$ cat src/rtl/uart_cmd_ctrl.sv
// uart_cmd_ctrl: parses SYNC/CMD/ADDR/LEN/DATA[/CHK] UART frames into byte writes or a start pulse.
// Define UART_CMD_CHECKSUM_EN to buffer the payload, verify an XOR check byte, then burst the writes.
module uart_cmd_ctrl #(
    parameter int         TIMEOUT_CYCLES = 1_000_000,
    parameter logic [7:0] SYNC_BYTE      = 8'hA5,
    parameter int         MAX_LEN        = 16
) (
    input  logic       clk,
    input  logic       rst,
    input  logic [7:0] rx_data,
    input  logic       rx_valid,
    output logic       wr_valid,
    input  logic       wr_ready,
    output logic [7:0] wr_addr,
    output logic [7:0] wr_data,
    output logic       start_pulse,
    output logic       frame_done,
    output logic       err_valid,
    output logic [2:0] err_code,
    output logic       busy
);
    localparam logic [7:0] CMD_WRITE  = 8'h01;
    localparam logic [7:0] CMD_START  = 8'h02;
    localparam logic [7:0] MAX_LEN_B  = 8'(MAX_LEN);
    localparam logic [2:0] E_BAD_CMD  = 3'd1;
    localparam logic [2:0] E_BAD_LEN  = 3'd2;
    localparam logic [2:0] E_TIMEOUT  = 3'd3;
    localparam logic [2:0] E_OVERRUN  = 3'd4;
    localparam int         TW         = $clog2(TIMEOUT_CYCLES + 1);

    typedef enum logic [2:0] {S_IDLE, S_CMD, S_ADDR, S_LEN, S_DATA, S_CHK, S_ISSUE} state_t;

    state_t          state;
    logic            is_write;
    logic [7:0]      addr_ptr;
    logic [7:0]      cnt;
    logic [TW-1:0]   tcnt;
    logic            hs;
    logic            timed;
    logic            timeout_hit;

`ifdef UART_CMD_CHECKSUM_EN
    localparam logic [2:0] E_CHECKSUM = 3'd5;
    localparam int         IW         = (MAX_LEN > 1) ? $clog2(MAX_LEN) : 1;
    logic [7:0] pay_buf [0:(1<<IW)-1];
    logic [7:0] chk;
    logic [7:0] len_q;

    always_ff @(posedge clk) begin
        if (state == S_DATA && rx_valid)
            pay_buf[cnt[IW-1:0]] <= rx_data;
    end
`endif

    assign hs          = wr_valid && wr_ready;
    assign timed       = (state == S_CMD) || (state == S_ADDR) || (state == S_LEN) ||
                         (state == S_DATA) || (state == S_CHK);
    assign timeout_hit = timed && !rx_valid && (tcnt == TW'(TIMEOUT_CYCLES - 1));
    assign busy        = (state != S_IDLE) || wr_valid;

    always_ff @(posedge clk) begin
        if (rst) begin
            state       <= S_IDLE;
            wr_valid    <= 1'b0;
            wr_addr     <= 8'h00;
            wr_data     <= 8'h00;
            start_pulse <= 1'b0;
            frame_done  <= 1'b0;
            err_valid   <= 1'b0;
            err_code    <= 3'd0;
            is_write    <= 1'b0;
            addr_ptr    <= 8'h00;
            cnt         <= 8'h00;
            tcnt        <= '0;
`ifdef UART_CMD_CHECKSUM_EN
            chk         <= 8'h00;
            len_q       <= 8'h00;
`endif
        end else begin
            start_pulse <= 1'b0;
            frame_done  <= 1'b0;
            err_valid   <= 1'b0;
            if (rx_valid || !timed) tcnt <= '0;
            else                    tcnt <= tcnt + TW'(1);
            if (hs) wr_valid <= 1'b0;

            if (timeout_hit) begin
                err_valid <= 1'b1;
                err_code  <= E_TIMEOUT;
                wr_valid  <= 1'b0;
                state     <= S_IDLE;
            end else begin
                case (state)
                    S_IDLE: if (rx_valid && rx_data == SYNC_BYTE) state <= S_CMD;
                    S_CMD: if (rx_valid) begin
                        if (rx_data == CMD_WRITE || rx_data == CMD_START) begin
                            is_write <= (rx_data == CMD_WRITE);
                            state    <= S_ADDR;
`ifdef UART_CMD_CHECKSUM_EN
                            chk      <= rx_data;
`endif
                        end else begin
                            err_valid <= 1'b1;
                            err_code  <= E_BAD_CMD;
                            state     <= S_IDLE;
                        end
                    end
                    S_ADDR: if (rx_valid) begin
                        addr_ptr <= rx_data;
                        state    <= S_LEN;
`ifdef UART_CMD_CHECKSUM_EN
                        chk      <= chk ^ rx_data;
`endif
                    end
                    S_LEN: if (rx_valid) begin
`ifdef UART_CMD_CHECKSUM_EN
                        chk   <= chk ^ rx_data;
                        len_q <= rx_data;
                        cnt   <= 8'h00;
`else
                        cnt   <= rx_data;
`endif
                        if (is_write && rx_data != 8'h00 && rx_data <= MAX_LEN_B) begin
                            state <= S_DATA;
                        end else if (!is_write && rx_data == 8'h00) begin
`ifdef UART_CMD_CHECKSUM_EN
                            state <= S_CHK;
`else
                            start_pulse <= 1'b1;
                            frame_done  <= 1'b1;
                            state       <= S_IDLE;
`endif
                        end else begin
                            err_valid <= 1'b1;
                            err_code  <= E_BAD_LEN;
                            state     <= S_IDLE;
                        end
                    end
`ifdef UART_CMD_CHECKSUM_EN
                    S_DATA: if (rx_valid) begin
                        chk <= chk ^ rx_data;
                        cnt <= cnt + 8'd1;
                        if (cnt + 8'd1 == len_q) state <= S_CHK;
                    end
                    S_CHK: if (rx_valid) begin
                        if (rx_data != chk) begin
                            err_valid <= 1'b1;
                            err_code  <= E_CHECKSUM;
                            state     <= S_IDLE;
                        end else if (!is_write) begin
                            start_pulse <= 1'b1;
                            frame_done  <= 1'b1;
                            state       <= S_IDLE;
                        end else begin
                            wr_valid <= 1'b1;
                            wr_addr  <= addr_ptr;
                            wr_data  <= pay_buf[0];
                            addr_ptr <= addr_ptr + 8'd1;
                            cnt      <= 8'd1;
                            state    <= S_ISSUE;
                        end
                    end
                    S_ISSUE: begin
                        if (rx_valid) begin
                            err_valid <= 1'b1;
                            err_code  <= E_OVERRUN;
                            wr_valid  <= 1'b0;
                            state     <= S_IDLE;
                        end else if (hs) begin
                            // cnt holds how many buffered bytes have already been presented
                            if (cnt == len_q) begin
                                frame_done <= 1'b1;
                                state      <= S_IDLE;
                            end else begin
                                wr_valid <= 1'b1;
                                wr_addr  <= addr_ptr;
                                wr_data  <= pay_buf[cnt[IW-1:0]];
                                addr_ptr <= addr_ptr + 8'd1;
                                cnt      <= cnt + 8'd1;
                            end
                        end
                    end
`else
                    S_DATA: begin
                        if (rx_valid && wr_valid && !wr_ready) begin
                            err_valid <= 1'b1;
                            err_code  <= E_OVERRUN;
                            wr_valid  <= 1'b0;
                            state     <= S_IDLE;
                        end else begin
                            // cnt counts payload bytes still expected; zero means waiting on the final handshake
                            if (rx_valid && cnt != 8'h00) begin
                                wr_valid <= 1'b1;
                                wr_addr  <= addr_ptr;
                                wr_data  <= rx_data;
                                addr_ptr <= addr_ptr + 8'd1;
                                cnt      <= cnt - 8'd1;
                            end
                            if (hs && cnt == 8'h00) begin
                                frame_done <= 1'b1;
                                state      <= S_IDLE;
                            end
                        end
                    end
`endif
                    default: state <= S_IDLE;
                endcase
            end
        end
    end
endmodule

$ cat config.mk
export PLATFORM = sky130hd
export DESIGN_NAME = uart_cmd_ctrl
export DESIGN_NICKNAME = d
export VERILOG_FILES = /design/src/rtl/uart_cmd_ctrl.sv
export SDC_FILE = /design/constraint.sdc
export NUM_CORES = 1
export LEC_CHECK = 0
export BUFFER_PORTS_ARGS = -buffer_cell sky130_fd_sc_hd__buf_2
export CAP_MARGIN = 15
export CELL_PAD_IN_SITES_DETAIL_PLACEMENT = 1
export CELL_PAD_IN_SITES_GLOBAL_PLACEMENT = 2
export CORE_MARGIN = 2
export CORE_UTILIZATION = 30
export DETAILED_ROUTE_END_ITERATION = 8
export GPL_TIMING_DRIVEN = 0
export PLACE_DENSITY = 0.76
export SYNTH_ARGS = -nofsm -noshare
export SYNTH_HDL_FRONTEND = slang
export SYNTH_SLANG_ARGS = --single-unit
$ cat constraint.sdc
create_clock -name clk -period 2.2 [get_ports clk]
set_clock_uncertainty 0.05 [all_clocks]
set_input_delay 0 -clock clk [delete_from_list [all_inputs] [get_ports clk]]
set_output_delay 0 -clock clk [all_outputs]
set_load 0.01 [all_outputs]
# [Word level (Yosys, flattened, before mapping)]
# Index checks and enable logic that the tools add are counted.
# W data, S select, Z words.
[word_totals] mem_bits_rw=0 out_inout_bits=24 ff_bits=63 memories=0 latchBits=0 rom_bits=0
[classes] n_div=0 bitwise=3 n_eq_ne=26 add_sub_neg=3 order_cmp=1 n_mul=0 shifts=0 n_mux=42 n_reduce_logical=42
[ops] op="$mux W8" n=5
[ops] op="$mux W3" n=13
[ops] op="$pmux W8 S2" n=2
[ops] op="$add A20 B1 Y20 const B" n=1
[ops] op="$eq A20 B20 Y1 const B" n=1
[ops] op="$logic_not A8 Y1" n=2
[ops] op="$mux W1" n=16
[ops] op="$ne A2 B2 Y1 const B" n=8
[ops] op="$reduce_bool A8 Y1" n=2
[ops] op="$ne A3 B3 Y1 const B" n=5
[ops] op="$pmux W3 S5" n=1
[ops] op="$reduce_and A5 Y1" n=3
[ops] op="$reduce_and A7 Y1" n=2
[ops] op="$logic_and A1 B1 Y1" n=11
[ops] op="$pmux W3 S3" n=1
[ops] op="$add A8 B1 Y8 const B" n=1
[ops] op="$eq A8 B1 Y1 const B" n=1
[ops] op="$eq A8 B2 Y1 const B" n=1
[ops] op="$eq A8 B8 Y1 const B" n=1
[ops] op="$le A8 B5 Y1 const B" n=1
[ops] op="$reduce_and A4 Y1" n=2
[ops] op="$sub A8 B1 Y8 const B" n=1
[ops] op="$logic_or A1 B1 Y1" n=7
[ops] op="$eq A3 B2 Y1 const B" n=2
[ops] op="other kinds (16)" n=27

# [Longest topological paths before layout]
[depth] depth_word=9 ltp_mapped=8 depth_no_buf=7

# [Least setup slack after synthesis]
# OpenSTA, ideal clock, no wires.
[synth_timing] path_type="reg-to-reg" from="register cnt[0]" to="register wr_addr[4]" setup_ns=0.128 setup_slack_ns=0.358 arrival_time_ns=1.664 t_required_ns=2.022 stages_incl_launch_ff=9 path_cell_list="dfxtp_1 -> inv_1 -> ha_1 -> nor3b_1 -> a211oi_1 -> buf_4 -> buf_4 -> mux2i_1 -> nor2_1"
[synth_via] elab_chain_cells=3
[synth_lines] item="start: declaration" line="36" text="logic [7:0] cnt;"
[synth_lines] item="start signal: assignment" line="121" text="cnt <= rx_data;"
[synth_lines] item="start signal: assignment" line="197" text="cnt <= cnt - 8'd1;"
[synth_lines] item="$reduce_bool A8 Y1" line="192" text="if (rx_valid && cnt != 8'h00) begin"
[synth_lines] item="$logic_and A1 B1 Y1" line="192"
[synth_lines] item="$reduce_and A4 Y1 (no line)"
[synth_lines] item="end signal: assignment" line="194" text="wr_addr <= addr_ptr;"
[synth_lines] item="end: declaration" line="14" text="output logic [7:0] wr_addr,"
# No other way between the ends.
# A chain may end at the register's enable or synchronous reset.

# [Worst setup path in the final report]
[layout_timing] from="register state[2]" to="register cnt[6]"
[layout_via] elab_chain_cells=9 elab_cells_between_ends=18 classes_between="eq/ne (8); mux (1); bitwise (1); reduce/logical (8)"
[layout_lines] item="start: declaration" line="33" text="state_t state;"
[layout_lines] item="start signal: assignment" line="63" text="state <= S_IDLE;"
[layout_lines] item="start signal: assignment" line="91" text="state <= S_IDLE;"
[layout_lines] item="start signal: assignment" line="94" text="S_IDLE: if (rx_valid && rx_data == SYNC_BYTE) state <= S_CMD;"
[layout_lines] item="$eq A3 B1 Y1 or $eq A3 B2 Y1 (tied branches)" line="56" text="assign timed = (state == S_CMD) || (state == S_ADDR) || (state == S_LEN) ||"
[layout_lines] item="$logic_or A1 B1 Y1 (3 in series)" line="56"
[layout_lines] item="$logic_or A1 B1 Y1" line="57" text="(state == S_DATA) || (state == S_CHK);"
[layout_lines] item="$logic_and A1 B1 Y1 (2 in series)" line="58" text="assign timeout_hit = timed && !rx_valid && (tcnt == TW'(TIMEOUT_CYCLES - 1));"
[layout_lines] item="$not A1 Y1 (no line)"
[layout_lines] item="$reduce_and A5 Y1 (no line)"
# Parallel ways exist; a longest one is shown, timed or not.

==> load_flow_metrics.sql <==
INSERT INTO impl_metrics (metric_group, metric, value, unit) VALUES
('status', 'outcome', 'finished clean', ''),
('clocking', 'cts_tree', 'yes', ''),
('setup_path', 'crit_path_start_kind', 'flip-flop', ''),
('yosys', 'synth_area_leaders', 'sky130_fd_sc_hd__dfxtp_1 (39%), sky130_fd_sc_hd__nor2_1 (6.2%), sky130_fd_sc_hd__mux2i_1 (5.9%)', ''),
('layout', 'post_layout_nonfiller_instances', '570', ''),
('global_routing', 'grt_first_pass_wirelength', '16.0', 'mm'),
('setup_path', 'crit-reg2reg-capture', 'cnt[6]$_SDFFE_PP0P_', ''),
('setup_path', 'slowest_delay', '0.48', 'ns'),
('clocking', 'path_clk_slew', '0.08', 'ns'),
('timing', 'final_min_period_over_clock_period', '0.942', ''),
('yosys', 'asyncSetResetFlopFracSynth', '0', ''),
('clocking', 'clkLatencyLatePin', '0.35', 'ns'),
('yosys', 'postSynthCellCount', '374', ''),
('floorplan', 'chipWidth', '108', 'microns'),
('route', 'drtPass1Iterations', '4', ''),
('timing', 'max_freq', '483', 'MHz'),
('timing', 'tightest_slew', '0.740', 'ns'),
('setup_path', 'worst_ep_required_time', '2.43', 'ns'),
('clocking', 'cts_inserted_buffers', '9', ''),
('yosys', 'mappedNetlistNets', '390', ''),
('yosys', 'syn_avg_cell_area', '8.60', 'sq um'),
('setup_path', 'flop2flop_setup_slack', '0.13', 'ns'),
('setup_path', 'critical_path_peak_fanout', '10', ''),
('global_routing', 'groute.usage.overall', '0.177', ''),
('yosys', 'ys_warn_count', '0', ''),
('global_routing', 'grt_remaining_overflow', '0', ''),
('floorplan', 'dieHeight', '108', 'microns'),
('layout', 'multi_input_area', '1890', 'sq um'),
('setup_path', 'worstSetupPathType', 'flip-flop to flip-flop', ''),
('yosys', 'synth_edf_count', '0', ''),
('route', 'via_per_inst', '5.31', ''),
('min_path', 'holdCritPathClass', 'primary input to flip-flop', ''),
('route', 'totalWireLength', '9.69', 'mm'),
('layout', 'area_delta_synth_final', '21.8', '%'),
('route', 'drc_markers', '0', ''),
('setup_path', 'critPathCaptureType', 'flip-flop', ''),
('clocking', 'ctsHtreeMaxLevel', '3', ''),
('setup_path', 'worst-r2r-cell-count', '7', ''),
('setup_path', 'reg2reg_from', 'state[2]$_SDFFE_PP0P_', ''),
('timing', 'rsz0062_at_grt', 'false', ''),
('floorplan', 'design.die.area', '11600', 'sq um'),
('setup_path', 'timing.critical_path.arrival', '2.30', 'ns'),
('setup_path', 'timing.critical_path.from', 'state[2]$_SDFFE_PP0P_', ''),
('timing', 'final-setup-viol-count', '0', ''),
('yosys', 'syn_area', '3220', 'sq um'),
('yosys', 'postSynthRegisterBits', '63', ''),
('route', 'routedWlPerCell', '17.0', 'microns'),
('global_routing', 'first_global_vias', '3086', ''),
('yosys', 'synth.top_cells.by_count', 'sky130_fd_sc_hd__dfxtp_1 (63), sky130_fd_sc_hd__nor2_1 (53), sky130_fd_sc_hd__nand2_1 (32), sky130_fd_sc_hd__a21oi_1 (20), sky130_fd_sc_hd__mux2i_1 (19)', ''),
('layout', 'final_core_util', '0.378', ''),
('layout', 'layout.nets', '445', ''),
('yosys', 'synth_ff_type', 'sky130_fd_sc_hd__dfxtp_1', ''),
('clocking', 'clk_root_buf', 'sky130_fd_sc_hd__clkbuf_8', ''),
('clocking', 'clock_tree.buffer_depth', '2', ''),
('clocking', 'cts_sinks', '63', ''),
('power_and_ir_drop', 'power.density', '599', 'nW/um^2'),
('place', 'numPortBuffers', '33', ''),
('setup_path', 'critical_path_cell_by_cell', 'clkbuf_2, nor3b_2, buf_2, nand3_1, o41ai_1, nand2_1, a21oi_1', ''),
('global_routing', 'grt_max_degree', '12', ''),
('yosys', 'yosys.cell_types.count', '62', ''),
('power_and_ir_drop', 'power.static_leakage', '1.41', 'nW'),
('layout', 'post_route_cells_drive_above_1_share', '0.194', ''),
('timing', 'slew_violations', '0', ''),
('layout', 'antenna_cells', '0', ''),
('setup_path', 'setup.worst_path.end', 'cnt[6]$_SDFFE_PP0P_', ''),
('place', 'detailedPlace.worstSlack', '-0.0159', 'ns'),
('yosys', 'synth_top_area_frac', '0.392', ''),
('layout', 'postLayoutCellArea', '3920', 'sq um'),
('layout', 'seq_area', '1260', 'sq um'),
('layout', 'num-fill-cells', '1275', ''),
('route', 'initialDrtViolationCount', '124', '');
critical path: cells and delay by family (launching register included):
kind	cells	cell delay [ns]
DFF	1	0.48
AOI/OAI and AO/OA	2	0.45
buffers and inverters	2	0.56
and+or+nand+nor	3	0.46
logic make-up after synthesis:
group	Yosys count	synth area share
multiplexers	19	0.0591
buffers and inverters	28	0.0374
XOR/XNOR	18	0.0490
AO/OA/AOI/OAI	74	0.157
AND/OR/NAND/NOR	168	0.289
flip-flops	63	0.392
adder cells (fa/ha/maj)	4	0.0156
cell type report:
class | instances | share of cell area
buffer | 19 | 0.0227
clock buffer | 10 | 0.0326
clock inverter | 6 | 0.0217
inverter | 9 | 0.00863
multi-input combinational | 283 | 0.482
sequential | 63 | 0.322
tap | 136 | 0.0435
timing repair buffer | 44 | 0.0671
what timing repair did:
item / 4_1_cts / 5_1_grt
resized for setup: 1 / 12
hold buffers: 6 / 0
setup endpoints to repair: 15 / 32
pin swaps: 1 / 1
hold endpoints to repair: 7 / 0
setup buffers: 4 / 1
power by group:
group / leakage, nW / total (mW) / switching [mW] / internal, mW
sequential: 0.507 / 1.14 / 0.000125 / 1.14
combinational: 0.801 / 0.0882 / 0.0587 / 0.0294
clock: 0.102 / 1.12 / 0.483 / 0.634
total: 1.41 / 2.35 / 0.542 / 1.80
layout by cell type (no fill, tap or decap), drive strengths merged, types with 5 or more instances in the layout:
cell type,synthesis,routed
a21oi,21,21
a31oi,5,5
buf,8,46
clkbuf,11,21
dfxtp,63,63
dlygate4sd3,0,6
inv,9,9
mux2i,19,19
nand2,32,32
nand2b,5,5
nand3,12,12
nand4,9,9
nor2,54,54
nor3,7,7
nor3b,7,7
nor4,10,10
o21ai,14,14
o32ai,6,6
xnor2,7,7
xor2,11,11
flip-flops by register name, summed over array words and instances (netlist names):
signal / flops
addr_ptr: 8
cnt: 8
err_code: 3
err_valid: 1
frame_done: 1
is_write: 1
start_pulse: 1
state: 3
tcnt: 20
wr_addr: 8
wr_data: 8
wr_valid: 1
worst min-delay path by stage:
| stage | start | endpoint | slack, ns | cells past startpoint |
|---|---|---|---|---|
| floorplan | rx_data[5] | wr_data[5]$_SDFFE_PP0P_ | 0.1 | 2 |
| global placement | rx_data[6] | wr_data[6]$_SDFFE_PP0P_ | 0.25 | 3 |
| detailed placement | rx_data[6] | wr_data[6]$_SDFFE_PP0P_ | 0.27 | 3 |
| CTS | rx_data[0] | addr_ptr[0]$_SDFFE_PP0P_ | 0.004 | 3 |
| global route | rx_data[0] | addr_ptr[0]$_SDFFE_PP0P_ | 0.03 | 3 |
| finish | rx_data[0] | addr_ptr[0]$_SDFFE_PP0P_ | 0.01 | 3 |
metrics by stage:
stage,total power [mW],hold WS [ns]
3_5_place_dp,1.24,0.267
4_1_cts,2.37,0.00395
2_1_floorplan,1.21,0.0972
6_report,2.35,0.0134
5_1_grt,2.43,0.0300
3_3_place_gp,1.24,0.248
routing by layer:
| metal | part of all wire | track usage | wire [microns] |
|---|---|---|---|
| met5 | 0 | 0 | 0 |
| met4 | 0.011 | 0.0540 | 107 |
| met3 | 0.047 | 0.0430 | 457 |
| met2 | 0.46 | 0.287 | 4430 |
| met1 | 0.48 | 0.232 | 4690 |
Note: power is estimated with default switching activity, not from simulation.
